===== src/rtl/hazard_scoreboard_if.sv =====
// Issue/write-back/flush bundle between decode and the hazard scoreboard.
// The master side drives the decode and write-back requests; the slave side returns the stall and forwarding verdicts.
interface hazard_scoreboard_if #(
  parameter int NREG = 32,
  parameter int AW   = 5,
  parameter int CW   = 3
);
  logic            iss_valid;
  logic [AW-1:0]   iss_rs1;
  logic [AW-1:0]   iss_rs2;
  logic [AW-1:0]   iss_rd;
  logic            iss_rd_wen;
  logic [CW-1:0]   iss_lat;
  logic            wb_valid;
  logic [AW-1:0]   wb_rd;
  logic            flush;
  logic            iss_stall;
  logic            fwd_hit1;
  logic            fwd_hit2;
  logic [NREG-1:0] busy_vec;
  logic [31:0]     stall_cnt;

  modport master (
    output iss_valid, iss_rs1, iss_rs2, iss_rd, iss_rd_wen, iss_lat,
    output wb_valid, wb_rd, flush,
    input  iss_stall, fwd_hit1, fwd_hit2, busy_vec, stall_cnt
  );

  modport slave (
    input  iss_valid, iss_rs1, iss_rs2, iss_rd, iss_rd_wen, iss_lat,
    input  wb_valid, wb_rd, flush,
    output iss_stall, fwd_hit1, fwd_hit2, busy_vec, stall_cnt
  );
endinterface


===== src/rtl/hazard_scoreboard.sv =====
// Register hazard scoreboard: each register has a pending-write bit and a latency countdown; the scoreboard stalls issue on RAW and WAW hazards.
// Define SB_FORWARD_EN to let operands whose countdown has reached 0 take bypass data instead of stalling.
module hazard_scoreboard #(
  parameter int NREG    = 32,
  parameter int AW      = 5,
  parameter int MAX_LAT = 7,
  parameter int CW      = 3
) (
  input logic              clk,
  input logic              rst,
  hazard_scoreboard_if.slave sb
);

  localparam int NADDR = 2**AW;

  logic [NREG-1:1] r_busy;
  logic [CW-1:0]   r_cnt [NREG-1:1];
  logic [31:0]     r_stall_cnt;

  logic [NADDR-1:0] w_busy_ext;
  logic [CW-1:0]    w_lat;
  logic             w_haz1;
  logic             w_haz2;
  logic             w_waw;
  logic             w_stall;
  logic             w_accept;
  logic             w_fwd1;
  logic             w_fwd2;

  // x0 and addresses beyond NREG read as never busy
  always_comb begin
    w_busy_ext = '0;
    for (int i = 1; i < NREG; i++) begin
      w_busy_ext[i] = r_busy[i];
    end
  end

  generate
    if (MAX_LAT < (2**CW) - 1) begin : g_lat_clamp
      assign w_lat = (sb.iss_lat > CW'(MAX_LAT)) ? CW'(MAX_LAT) : sb.iss_lat;
    end else begin : g_lat_pass
      assign w_lat = sb.iss_lat;
    end
  endgenerate

`ifdef SB_FORWARD_EN
  logic [NADDR-1:0] w_cnt_zero_ext;

  always_comb begin
    w_cnt_zero_ext = '1;
    for (int i = 1; i < NREG; i++) begin
      w_cnt_zero_ext[i] = (r_cnt[i] == '0);
    end
  end

  // A busy source whose result is already bypassable is forwarded instead of stalled
  always_comb begin
    w_haz1 = w_busy_ext[sb.iss_rs1] && !w_cnt_zero_ext[sb.iss_rs1];
    w_haz2 = w_busy_ext[sb.iss_rs2] && !w_cnt_zero_ext[sb.iss_rs2];
    w_fwd1 = sb.iss_valid && w_busy_ext[sb.iss_rs1] && w_cnt_zero_ext[sb.iss_rs1];
    w_fwd2 = sb.iss_valid && w_busy_ext[sb.iss_rs2] && w_cnt_zero_ext[sb.iss_rs2];
  end
`else
  always_comb begin
    w_haz1 = w_busy_ext[sb.iss_rs1];
    w_haz2 = w_busy_ext[sb.iss_rs2];
    w_fwd1 = 1'b0;
    w_fwd2 = 1'b0;
  end
`endif

  always_comb begin
    w_waw    = sb.iss_rd_wen && w_busy_ext[sb.iss_rd];
    w_stall  = sb.iss_valid && (w_haz1 || w_haz2 || w_waw);
    w_accept = sb.iss_valid && !w_stall;
  end

  // flush beats issue, and issue beats write-back to the same register
  always_ff @(posedge clk or negedge rst) begin
    if (!rst) begin
      r_busy <= '0;
      for (int i = 1; i < NREG; i++) begin
        r_cnt[i] <= '0;
      end
    end else if (sb.flush) begin
      r_busy <= '0;
      for (int i = 1; i < NREG; i++) begin
        r_cnt[i] <= '0;
      end
    end else begin
      for (int i = 1; i < NREG; i++) begin
        if (w_accept && sb.iss_rd_wen && (sb.iss_rd == AW'(i))) begin
          r_busy[i] <= 1'b1;
          r_cnt[i]  <= w_lat;
        end else if (sb.wb_valid && (sb.wb_rd == AW'(i))) begin
          r_busy[i] <= 1'b0;
          r_cnt[i]  <= '0;
        end else if (r_busy[i] && (r_cnt[i] != '0)) begin
          r_cnt[i] <= r_cnt[i] - 1'b1;
        end
      end
    end
  end

  always_ff @(posedge clk or negedge rst) begin
    if (!rst) begin
      r_stall_cnt <= '0;
    end else if (w_stall && (r_stall_cnt != '1)) begin
      r_stall_cnt <= r_stall_cnt + 32'd1;
    end
  end

  assign sb.iss_stall = w_stall;
  assign sb.fwd_hit1  = w_fwd1;
  assign sb.fwd_hit2  = w_fwd2;
  assign sb.busy_vec  = {r_busy, 1'b0};
  assign sb.stall_cnt = r_stall_cnt;

endmodule


===== src/flat_wrapper.sv =====
// flat-port wrapper written by rule: the top's interface ports become plain ports
module hazard_scoreboard_flat 
#(
  parameter int NREG    = 32,
  parameter int AW      = 5,
  parameter int MAX_LAT = 7,
  parameter int CW      = 3
)
  (clk, rst, sb_iss_valid, sb_iss_rs1, sb_iss_rs2, sb_iss_rd, sb_iss_rd_wen, sb_iss_lat, sb_wb_valid, sb_wb_rd, sb_flush, sb_iss_stall, sb_fwd_hit1, sb_fwd_hit2, sb_busy_vec, sb_stall_cnt);
  hazard_scoreboard_if #(.NREG(NREG), .AW(AW), .CW(CW)) sb_i ();
  input logic clk;
  input logic rst;
  input wire logic [$bits(sb_i.iss_valid)-1:0] sb_iss_valid;
  input wire logic [$bits(sb_i.iss_rs1)-1:0] sb_iss_rs1;
  input wire logic [$bits(sb_i.iss_rs2)-1:0] sb_iss_rs2;
  input wire logic [$bits(sb_i.iss_rd)-1:0] sb_iss_rd;
  input wire logic [$bits(sb_i.iss_rd_wen)-1:0] sb_iss_rd_wen;
  input wire logic [$bits(sb_i.iss_lat)-1:0] sb_iss_lat;
  input wire logic [$bits(sb_i.wb_valid)-1:0] sb_wb_valid;
  input wire logic [$bits(sb_i.wb_rd)-1:0] sb_wb_rd;
  input wire logic [$bits(sb_i.flush)-1:0] sb_flush;
  output wire logic [$bits(sb_i.iss_stall)-1:0] sb_iss_stall;
  output wire logic [$bits(sb_i.fwd_hit1)-1:0] sb_fwd_hit1;
  output wire logic [$bits(sb_i.fwd_hit2)-1:0] sb_fwd_hit2;
  output wire logic [$bits(sb_i.busy_vec)-1:0] sb_busy_vec;
  output wire logic [$bits(sb_i.stall_cnt)-1:0] sb_stall_cnt;
  assign sb_i.iss_valid = sb_iss_valid;
  assign sb_i.iss_rs1 = sb_iss_rs1;
  assign sb_i.iss_rs2 = sb_iss_rs2;
  assign sb_i.iss_rd = sb_iss_rd;
  assign sb_i.iss_rd_wen = sb_iss_rd_wen;
  assign sb_i.iss_lat = sb_iss_lat;
  assign sb_i.wb_valid = sb_wb_valid;
  assign sb_i.wb_rd = sb_wb_rd;
  assign sb_i.flush = sb_flush;
  assign sb_iss_stall = sb_i.iss_stall;
  assign sb_fwd_hit1 = sb_i.fwd_hit1;
  assign sb_fwd_hit2 = sb_i.fwd_hit2;
  assign sb_busy_vec = sb_i.busy_vec;
  assign sb_stall_cnt = sb_i.stall_cnt;
  hazard_scoreboard #(.NREG(NREG), .AW(AW), .MAX_LAT(MAX_LAT), .CW(CW)) u_core (.clk(clk), .rst(rst), .sb(sb_i));
endmodule

===== config.mk =====
export PLATFORM = sky130hd
export DESIGN_NAME = hazard_scoreboard_flat
export DESIGN_NICKNAME = d
export VERILOG_FILES = /design/src/rtl/hazard_scoreboard_if.sv /design/src/rtl/hazard_scoreboard.sv /design/src/flat_wrapper.sv
export SDC_FILE = /design/constraint.sdc
export NUM_CORES = 1
export LEC_CHECK = 0
export CORE_ASPECT_RATIO = 0.8
export CORE_UTILIZATION = 54
export CTS_CLUSTER_DIAMETER = 30
export DETAILED_ROUTE_END_ITERATION = 12
export PLACE_DENSITY = 0.85
export SYNTH_ARGS = -nofsm -noshare
export SYNTH_HDL_FRONTEND = slang
export SYNTH_SLANG_ARGS = --single-unit

===== constraint.sdc =====
create_clock -name clk -period 17 [get_ports clk]
set_input_delay 4.25 -clock clk [delete_from_list [all_inputs] [get_ports clk]]
set_output_delay 4.25 -clock clk [all_outputs]
set_load 0.03 [all_outputs]

# Word-level counts from Yosys, hierarchy flattened
# Cells that the tools add are included.
op_classes:
  eq_ne: 63
  order_cmp: 3
  n_reduce_logical: 101
  n_addsub: 1
  muxes: 69
op_table:
  columns: ["cell", "n"]
  rows:
  - ["5-bit == test (second input constant)", 32]
  - ["3-bit nonzero test", 31]
  - ["5-bit by 4-bit == test with 1-bit output (second input constant)", 16]
  - ["1-bit logical AND", 67]
  - ["1-bit 2-to-1 mux", 65]
  - ["5-bit by 3-bit == test with 1-bit output (second input constant)", 8]
  - ["32-bit by 1-bit adder with 32-bit output (second input constant)", 1]
  - ["32-bit != test (second input constant)", 1]
  - ["31-bit 2-to-1 mux", 1]
  - ["5-bit by 2-bit == test with 1-bit output (second input constant)", 4]
  - ["5-bit by 6-bit < comparator with 1-bit output (second input constant)", 3]
  - ["1-bit binary-select mux with 5-bit select", 3]
  - ["5-bit by 1-bit == test with 1-bit output (second input constant)", 2]
  - ["1-bit logical OR", 2]
  - ["1-bit logical NOT", 1]
word_totals:
  ff_bits: 63
  in_bits: 29

# Logic depth before layout (Yosys ltp)
# Gate-level depths: netlist of run 1.
logic_depth:
  word_depth: 11
  mapped_depth: 12

# Worst setup path before layout of run 1
# Ideal clock, no wire load.
synth_timing:
  path_type: "input to output"
  from: "input sb_iss_rd[1]"
  to: "output sb_iss_stall"
  arrival_ns: 7.084
  path_buffers: 5
  path_slack_ns: 5.666
  path_stages: 11
  path_cell_list: "clkbuf_1 -> clkbuf_1 -> mux4_2 -> nand2_1 -> o211ai_1 -> and4_1 -> or4_1 -> buf_2 -> clkbuf_1 -> clkbuf_1 -> and2_1"
synth_between:
  elab_chain_cells: 5
synth_lines:
  columns: ["element", "line", "text"]
  rows:
  - ["from (decl)", "flat_wrapper.sv:16", "input wire logic [$bits(sb_i.iss_rd)-1:0] sb_iss_rd;"]
  - ["1-bit binary-select mux with 5-bit select", "hazard_scoreboard.sv:73", "w_waw = sb.iss_rd_wen && w_busy_ext[sb.iss_rd];"]
  - ["1-bit 2-to-1 mux (not written as such)", "hazard_scoreboard.sv:73", null]
  - ["1-bit logical AND", "hazard_scoreboard.sv:73", null]
  - ["1-bit logical OR", "hazard_scoreboard.sv:74", "w_stall = sb.iss_valid && (w_haz1 || w_haz2 || w_waw);"]
  - ["1-bit logical AND", "hazard_scoreboard.sv:74", null]
  - ["to (decl)", "flat_wrapper.sv:22", "output wire logic [$bits(sb_i.iss_stall)-1:0] sb_iss_stall;"]
# Every way passes these cells. The select of a mux whose other input is x is not followed.

# Final worst setup path of run 1
layout_timing:
  from: "input sb_iss_rs1[0]"
  to: "output sb_iss_stall"
layout_between:
  elab_chain_cells: 5
layout_lines:
  columns: ["element", "line", "text"]
  rows:
  - ["from (decl)", "flat_wrapper.sv:14", "input wire logic [$bits(sb_i.iss_rs1)-1:0] sb_iss_rs1;"]
  - ["1-bit binary-select mux with 5-bit select", "hazard_scoreboard.sv:65", "w_haz1 = w_busy_ext[sb.iss_rs1];"]
  - ["1-bit 2-to-1 mux (not written as such)", "hazard_scoreboard.sv:65", null]
  - ["1-bit logical OR (2 in series)", "hazard_scoreboard.sv:74", null]
  - ["1-bit logical AND", "hazard_scoreboard.sv:74", null]
# Every way passes these cells. The select of a mux whose other input is x is not followed.

==> impl_metrics.toml, run 1 <==
[cts]
cts_resized = 0
cts_setup_buffers = 0
cts_tree = "built"
root_buffer = "clkbuf_8"
cts_hold_buf = 0
cts-buffers-inserted = 9
cts_buffer_depth = 2
h-tree-depth = 3
clk_latency_ns = 0.35
cts_sinks = 63
clk_pin_slew_worst_paths_ns = 0.06

[floorplanning]
ioPinCount = 96
die_y_um = 78.9
std_cell_rows = 27
core_area_mm2 = 0.00703
die_w_um = 98.1
die_area_mm2 = 0.00773
initial_utilization_pct = 56.7

[worst_setup_path]
worstPathMaxFanout = 47
arrival_ns = 8.10
crit_type = "in -> out"
critPathCaptureType = "output pin"
crit_chain = "clkdlybuf4s50_1 -> mux4_2 -> mux4_2 -> mux2_2 -> or4_1 -> buf_4 -> and2_1 -> clkdlybuf4s50_1"
start_kind = "input pin"
slowest_stage = "clkdlybuf4s50_1"
required_ns = 12.75
max_stage_delay_ns = 0.85

[yosys]
netlist.area_leader.share_pct = 39.5
synth_top_cell_by_area = "dfrtp_1"
avgSynthCellArea_um2 = 10.1
ys_ff_latch = 63
yosysSeqAreaShare_pct = 39.5
synth_cell_types = 47
synth_area_mm2 = 0.00399
async_flop_share_pct = 100
syn_inst = 394
post_synth_main_area_contributors = "dfrtp_1 (40%), mux4_2 (13%), xnor2_1 (6.1%)"
synth_edf_count = 0
ys.flop_type = "dfrtp_1"
yosysWarnings = 0

[timing]
fin_skew_ns = 0.0112
fin_crit_sh_pct = 72.6
slew_headroom_pct = 28.8
slew_viol_final = 0
rsz0062_at_grt = "false"
finalHoldViolCount = 0
period_needed_ns = 12.35
setup_viol = 0
finalSetupTns_ns = 0
max_clock_freq_ghz = 0.0810
worst_slew_pin_slew_ns = 1.07

[global_routing]
gr-usage-all-layers_pct = 32.3
grt_pass1_vias = 3639
grt_max_degree = 64
grt_pass1_wl_mm = 19.1
antenna_found_initial = 0
grt-ovfl-total = 0

[outcome]
violations = "DRC"
outcome = "finished with violations"

[placed_design]
gp_congestion = 0.945
io_buffers = 89
hpwlAfterDp_mm = 8.45

[routing]
antenna_left = 0
routedWlPerCell_um = 21.3
drt_wl_total_mm = 12.0
vias_per_cell = 6.71
vias = 3775
drc = 10
drt_pass1_iterations = 10
drt_iter0_drc = 506

[job]
drv_cap = 0

[pwr]
vdd_drop_max_uv = 64.1
power.density_mw_per_mm2 = 77.5
p_leak_nw = 1.97
finalPower_mw = 0.398

[cells_and_area]
diodes = 0
area_growth_pct = 28.8
drive_gt1_share_pct = 10.7
fin_nets = 502

[worst_hold_path]
min_path_type = "reg -> reg"
where the power goes:
group	total (mW)	internal, mW	switching [mW]
Clock	0.158	0.0963	0.0615
Combinational	0.0758	0.0293	0.0464
Sequential	0.165	0.156	0.00843
Total	0.398	0.282	0.116
worst max-delay path: cells and delay by family:
| family | cells | cell delay [ns] |
|---|---|---|
| buffers and inverters | 3 | 1.72 |
| multiplexers | 3 | 1.35 |
| AND/OR/NAND/NOR | 2 | 0.75 |
flip-flops by register name, indices dropped and copies added, names as in the netlist:
signal / cells
u_core.sb.stall_cnt: 32
u_core.r_busy: 31
synthesized netlist by cell type (2+ instances only):
library cell and number:
xor2_1 3, and4_1 5, nand4b_1 3, buf_2 2, nor4_1 4, nor2b_1 25
and2_1 4, a221oi_1 2, or4_1 4, mux2_2 4, nand4_1 21, nand2b_1 6
o22ai_1 5, buf_4 3, dfrtp_1 63, and3_1 13, a22oi_1 2, a21oi_1 8
or3_1 7, mux4_2 23, nand2_1 25, nand3_1 24, nor2_1 11, mux2i_1 5
clkbuf_1 22, nor3_1 2, o21ai_1 15, nand3b_1 9, o31a_1 3, xnor2_1 28
o21ai_0 27
worst paths after layout:
check | slack [ns] | start | cells after the start | to
setup / recovery | 4.65 | sb_iss_rs1[0] | 8 | sb_iss_stall
hold / removal | 0.50 | u_core.sb.stall_cnt[8]$_DFFE_PN0P_ | 1 | u_core.sb.stall_cnt[8]$_DFFE_PN0P_
setup reg to reg | 13.35 | u_core.r_busy[30]$_DFFE_PN0P_ | 7 | u_core.r_busy[1]$_DFFE_PN0P_
hold reg to reg | 0.50 | u_core.sb.stall_cnt[8]$_DFFE_PN0P_ | 1 | u_core.sb.stall_cnt[8]$_DFFE_PN0P_
max in group asynchronous | 12.40 | rst | 2 | u_core.r_busy[4]$_DFFE_PN0P_
min in group asynchronous | 4.06 | rst | 2 | u_core.r_busy[22]$_DFFE_PN0P_
kinds of logic (layout without fill, tap and decap cells):
group           count (synthesis)  in the layout  share of synthesized area, %
compound gates                 67             67                          9.76
xor+xnor                       31             31                          6.81
fa+ha+maj                       1              1                         0.314
buf+inv                        28            108                          2.98
flops                          63             63                          39.5
mux                            33             33                          15.7
other cells                     1              3                        0.0940
simple gates                  170            170                          24.9
layout make-up:
type	instances	area [um2]
clock buffers	9	124
clock inverters	6	110
fillers	513	1890
multi-input cells	305	2300
flip-flops and latches	63	1580
well taps	87	109
repair buffers	93	916
layer usage:
metal | up-vias | global-route usage (%) | routed length (um) | share of wire, %
met3 | 45 | 9.60 | 1480 | 12
met4 | 0 | 11.2 | 363 | 3.0
met5 | - | 4.20 | 0 | 0
met1 | 1849 | 45.0 | 4780 | 40
met2 | 254 | 48.1 | 5340 | 45
li1 | 1627 | - | - | -
stage by stage:
| step | instance area [um2] | utilization (%) | hold slack (ns) | cells | setup slack, ns |
|---|---|---|---|---|---|
| 2_1_floorplan | 4000 | - | 0.659 | 396 | 5.67 |
| 3_3_place_gp | 4900 | 69.7 | 0.474 | 548 | 4.75 |
| 3_5_place_dp | 4900 | 69.7 | 0.491 | 548 | 4.69 |
| 4_1_cts | 5130 | 73.1 | 0.504 | 563 | 4.65 |
| 5_1_grt | 5130 | 73.1 | 0.529 | 563 | 4.57 |
| 6_report | 5130 | 73.1 | 0.502 | 563 | 4.65 |
layout by cell type (no fill, tap or decap), types with 8 or more instances in the layout:
cell / count
mux4_2: 23
xnor2_1: 28
dfrtp_1: 63
nand4_1: 21
nor2b_1: 25
nand3b_1: 9
clkdlybuf4s50_1: 88
nand2_1: 25
nand3_1: 24
and3_1: 13
a21oi_1: 8
o21ai_0: 27
clkbuf_8: 9
o21ai_1: 15
nor2_1: 11
(Power assumes the default switching activity.)
==> run 2, diff against run 1 <==
CORE_UTILIZATION = 50   (was 54)
PLACE_DENSITY = 0.79   (was 0.85)
clock period = 11.7 ns   (was 17 ns; I/O delays follow)
==> impl_metrics.toml, run 2 (synthesized netlist as in run 1, its figures left out) <==
[timing]
fin_crit_sh_pct = 82.4
timing.final.ws_setup_ns = 2.06
slew_viol_final = 0
finalHoldViolCount = 0
period_needed_ns = 9.64
worst_slew_pin_slew_ns = 1.20
fin_skew_ns = 0.00915
finalSetupTns_ns = 0
slew_headroom_pct = 20.1
max_clock_freq_ghz = 0.104
setup_viol = 0
rsz0062_at_grt = "false"

[worst_hold_path]
min_path_type = "reg -> reg"

[floorplanning]
initial_utilization_pct = 52.7
die_y_um = 81.9
die_w_um = 102
ioPinCount = 96
die_area_mm2 = 0.00834
std_cell_rows = 28
core_area_mm2 = 0.00757

[placed_design]
gp_congestion = 0.950
pre_cts_ws_ns = 2.06
hpwlAfterDp_mm = 8.30
io_buffers = 89

[global_routing]
antenna_found_initial = 0
grt_pass1_wl_mm = 18.1
grt-ovfl-total = 0
grt_pass1_vias = 3349
gr-usage-all-layers_pct = 29.2
grt_max_degree = 64

[cells_and_area]
largest_register_ffs = 32
layout_commonest_cell = "clkdlybuf4s50_1"
fin_nets = 502
area_growth_pct = 28.4
final_cell_mix = "clkdlybuf4s50_1 (88), dfrtp_1 (63), xnor2_1 (28)"
diodes = 0
drive_gt1_share_pct = 10.5

[worst_setup_path]
worstPathMaxFanout = 47
start_kind = "input pin"
critPathCaptureType = "output pin"
crit_chain = "clkdlybuf4s50_1 -> mux4_2 -> mux4_2 -> mux2_2 -> or4_1 -> buf_4 -> and2_1 -> clkdlybuf4s50_1"
crit_type = "in -> out"
critPathTopFamily = "buffers and inverters"
path_buf_inv = 3
required_ns = 8.78
arrival_ns = 6.71
max_stage_delay_ns = 0.81
slowest_stage = "clkdlybuf4s50_1"

[cts]
cts_sinks = 63
clk_latency_ns = 0.35
root_buffer = "clkbuf_8"
cts_setup_buffers = 0
h-tree-depth = 3
cts-buffers-inserted = 9
cts_hold_buf = 0
cts_tree = "built"
clk_pin_slew_worst_paths_ns = 0.07
cts_resized = 0
cts_buffer_depth = 2

[pwr]
p_leak_nw = 1.96
vdd_drop_max_uv = 99.6
power.density_mw_per_mm2 = 106

[routing]
drt_wl_total_mm = 11.4
drt_pass1_iterations = 5
drt_iter0_drc = 352
vias = 3687
vias_per_cell = 6.35
routedWlPerCell_um = 19.6
drc = 0
antenna_left = 0

[job]
drv_cap = 0

[outcome]
outcome = "finished clean"
run 2: cell count changes in the layout (fill, tap and decap cells not counted), sizes merged:
cell,before,now
clkinvlp,2,1
bufinv,3,1
clkbuf,9,12
run 2: power by group:
| group | internal [mW] | total, mW | switching, mW |
|---|---|---|---|
| clock network | 0.109 | 0.196 | 0.0869 |
| logic | 0.0427 | 0.109 | 0.0665 |
| registers | 0.227 | 0.239 | 0.0119 |
| total | 0.378 | 0.543 | 0.165 |
run 2: worst paths after layout:
path,from,cells after the start,endpoint,slack (ns)
max in group asynchronous,rst,2,u_core.r_busy[4]$_DFFE_PN0P_,8.42
max,sb_iss_rs1[0],8,sb_iss_stall,2.06
max reg2reg,u_core.r_busy[7]$_DFFE_PN0P_,7,u_core.r_busy[1]$_DFFE_PN0P_,8.12
min,u_core.sb.stall_cnt[6]$_DFFE_PN0P_,1,u_core.sb.stall_cnt[6]$_DFFE_PN0P_,0.49
min in group asynchronous,rst,2,u_core.r_busy[21]$_DFFE_PN0P_,2.73
min reg2reg,u_core.sb.stall_cnt[6]$_DFFE_PN0P_,1,u_core.sb.stall_cnt[6]$_DFFE_PN0P_,0.49
run 2: metrics by stage:
step           util, %  hold WS (ns)  cells  power (mW)  area [um2]
2_1_floorplan        -         0.659    396       0.305        4000
3_3_place_gp      65.1         0.475    566       0.348        4920
3_5_place_dp      65.1         0.477    566       0.351        4920
4_1_cts           67.7         0.491    581       0.545        5120
5_1_grt           67.7         0.497    581       0.562        5120
6_report          67.7         0.487    581       0.543        5120
run 2: layer usage:
layer,GRT usage [%],wire length (um),up-vias
met1,42.5,4970,1828
met2,42.8,5110,208
li1,-,-,1622
met4,7.29,196,0
met5,0,0,-
met3,8.51,1120,29
run 2: final cells by class:
class,instances,area [um2]
clock buffer,12,155
clock inverter,3,42.5
fill,613,2450
multi-input combinational,305,2300
sequential,63,1580
tap,105,131
timing repair buffer,93,916
==> run 3, diff against run 2 <==
CORE_UTILIZATION = 45   (was 50)
PLACE_DENSITY = 0.75   (was 0.79)
clock period = 7.9 ns   (was 11.7 ns; I/O delays follow)
==> impl_metrics.toml, run 3 (synthesized netlist as in run 1, its figures left out) <==
[cells_and_area]
largest_register_ffs = 32
fin_nets = 504
final_core_util_pct = 60.3
multi_input_area_mm2 = 0.00230
fillers = 728
layout_commonest_cell = "clkdlybuf4s50_1"
drive_gt1_share_pct = 10.9
finalInstanceArea_mm2 = 0.00514
final_cell_mix = "clkdlybuf4s50_1 (88), dfrtp_1 (63), xnor2_1 (28)"
diodes = 0
regArea_mm2 = 0.00158
area_growth_pct = 28.8

[worst_setup_path]
max_stage_delay_ns = 0.81
rr_worst_depth = 7
crit_type = "in -> out"
critPathCaptureType = "output pin"
rr_startpoint = "u_core.r_busy[29]$_DFFE_PN0P_"
crit_chain = "clkdlybuf4s50_1 -> mux4_2 -> mux4_2 -> mux2_2 -> or4_1 -> and2_1 -> clkdlybuf4s50_1"
worstPathMaxFanout = 8
required_ns = 5.93
slowest_stage = "clkdlybuf4s50_1"
critPathTopFamily = "buffers and inverters"
arrival_ns = 5.53
timing.rr.end = "u_core.r_busy[1]$_DFFE_PN0P_"
r2r_slack_ns = 4.15
start_kind = "input pin"
path_buf_inv = 2

[worst_hold_path]
whs_endpoint = "u_core.sb.stall_cnt[26]$_DFFE_PN0P_"
hold_start = "u_core.sb.stall_cnt[26]$_DFFE_PN0P_"
min_path_type = "reg -> reg"
hold_depth = 1

[pwr]
vdd_drop_max_uv = 107
power.internal_mw = 0.552
seq_power_share_pct = 44.4
p_leak_nw = 1.97
combPwrFrac_pct = 20.5
p_sw_mw = 0.244
clockPowerShare_pct = 35.1
power.density_mw_per_mm2 = 155
p_sw_share_pct = 30.7

[cts]
cts_resized = 0
cts_buffer_depth = 2
cts-buffers-inserted = 9
cts_setup_buffers = 0
root_buffer = "clkbuf_8"
cts_sinks = 63
clk_latency_ns = 0.35
cts_hold_buf = 0
clk_pin_slew_worst_paths_ns = 0.07
cts_tree = "built"
h-tree-depth = 3

[placed_design]
io_buffers = 89
gp_congestion = 0.890
placed_cell_area_mm2 = 0.00495
pre_cts_ws_ns = 0.360
hpwlAfterDp_mm = 8.43

[timing]
hold_ws_ns = 0.488
fin_crit_sh_pct = 95.0
rsz0062_at_grt = "false"
fin_skew_ns = 0.00942
worst_slew_pin_slew_ns = 1.22
finalSetupTns_ns = 0
setup_viol = 0
period_needed_ns = 7.51
slew_viol_final = 0
finalHoldViolCount = 0
max_clock_freq_ghz = 0.133
timing.final.ws_setup_ns = 0.392
slew_headroom_pct = 18.5

[floorplanning]
core_area_mm2 = 0.00852
ioPinCount = 96
die_y_um = 86.2
die_w_um = 107
std_cell_rows = 30
initial_utilization_pct = 46.8
die_area_mm2 = 0.00924

[routing]
drc = 0
drt_pass1_iterations = 5
drt_wl_total_mm = 11.9
routedWlPerCell_um = 20.2
vias = 3635
vias_per_cell = 6.15
drt_iter0_drc = 344
antenna_left = 0

[outcome]
outcome = "finished clean"

[job]
drv_cap = 0

[global_routing]
gr-usage-all-layers_pct = 26.7
grt_pass1_vias = 3472
grt-ovfl-total = 0
antenna_found_initial = 0
grt_max_degree = 64
grt_pass1_wl_mm = 18.8
[run 3: cell count changes in the layout (fill, tap and decap cells not counted), sizes merged]
cell	change
clkinvlp	-1
clkinv	+2
buf	+2
[run 3: power groups by stage]
stage | registers (mW) | clock network, mW | logic, mW
finish | 0.354 | 0.279 | 0.163
global route | 0.356 | 0.296 | 0.175
CTS | 0.354 | 0.281 | 0.163
detailed placement | 0.360 | 0 | 0.163
global placement | 0.359 | 0 | 0.160
floorplan | 0.383 | 0 | 0.0680
[run 3: how the worst max path moves through the flow]
stage / from / to / slack [ns] / cells after the start
2_1_floorplan: sb_iss_rd[1] / sb_iss_stall / 1.12 / 11
3_3_place_gp: sb_iss_rs1[0] / sb_iss_stall / 0.40 / 7
3_5_place_dp: sb_iss_rs1[0] / sb_iss_stall / 0.36 / 7
4_1_cts: sb_iss_rs1[0] / sb_iss_stall / 0.35 / 7
5_1_grt: sb_iss_rs1[0] / sb_iss_stall / 0.28 / 7
6_report: sb_iss_rs1[0] / sb_iss_stall / 0.39 / 7
[run 3: routing by layer]
metal | global-route usage (%) | vias to the layer above | routed length [um]
li1 | - | 1638 | -
met1 | 39.2 | 1790 | 5190
met3 | 8.05 | 16 | 1270
met4 | 5.98 | 0 | 93
met2 | 38.9 | 191 | 5360
met5 | 0 | - | 0
[run 3: worst register-to-register path, cell delays in order (launching register included)]
cell and delay, ns:
dfrtp_1 0.47, mux4_2 0.50, mux4_2 0.48, mux2_2 0.27, or4_1 0.60, buf_4 0.32, or4_1 0.74, o41ai_2 0.26
[run 3: metrics by stage]
stage	cells	total power, mW
3_3_place_gp	575	0.519
4_1_cts	591	0.798
6_report	591	0.796
2_1_floorplan	396	0.451
3_5_place_dp	575	0.523
5_1_grt	591	0.827
[run 3: area by class of cell]
type,count,area share [%]
multi-input combinational,305,44.8
sequential,63,30.7
timing repair buffer,95,18.1
clock buffer,12,2.83
tap,112,2.73
clock inverter,4,0.877
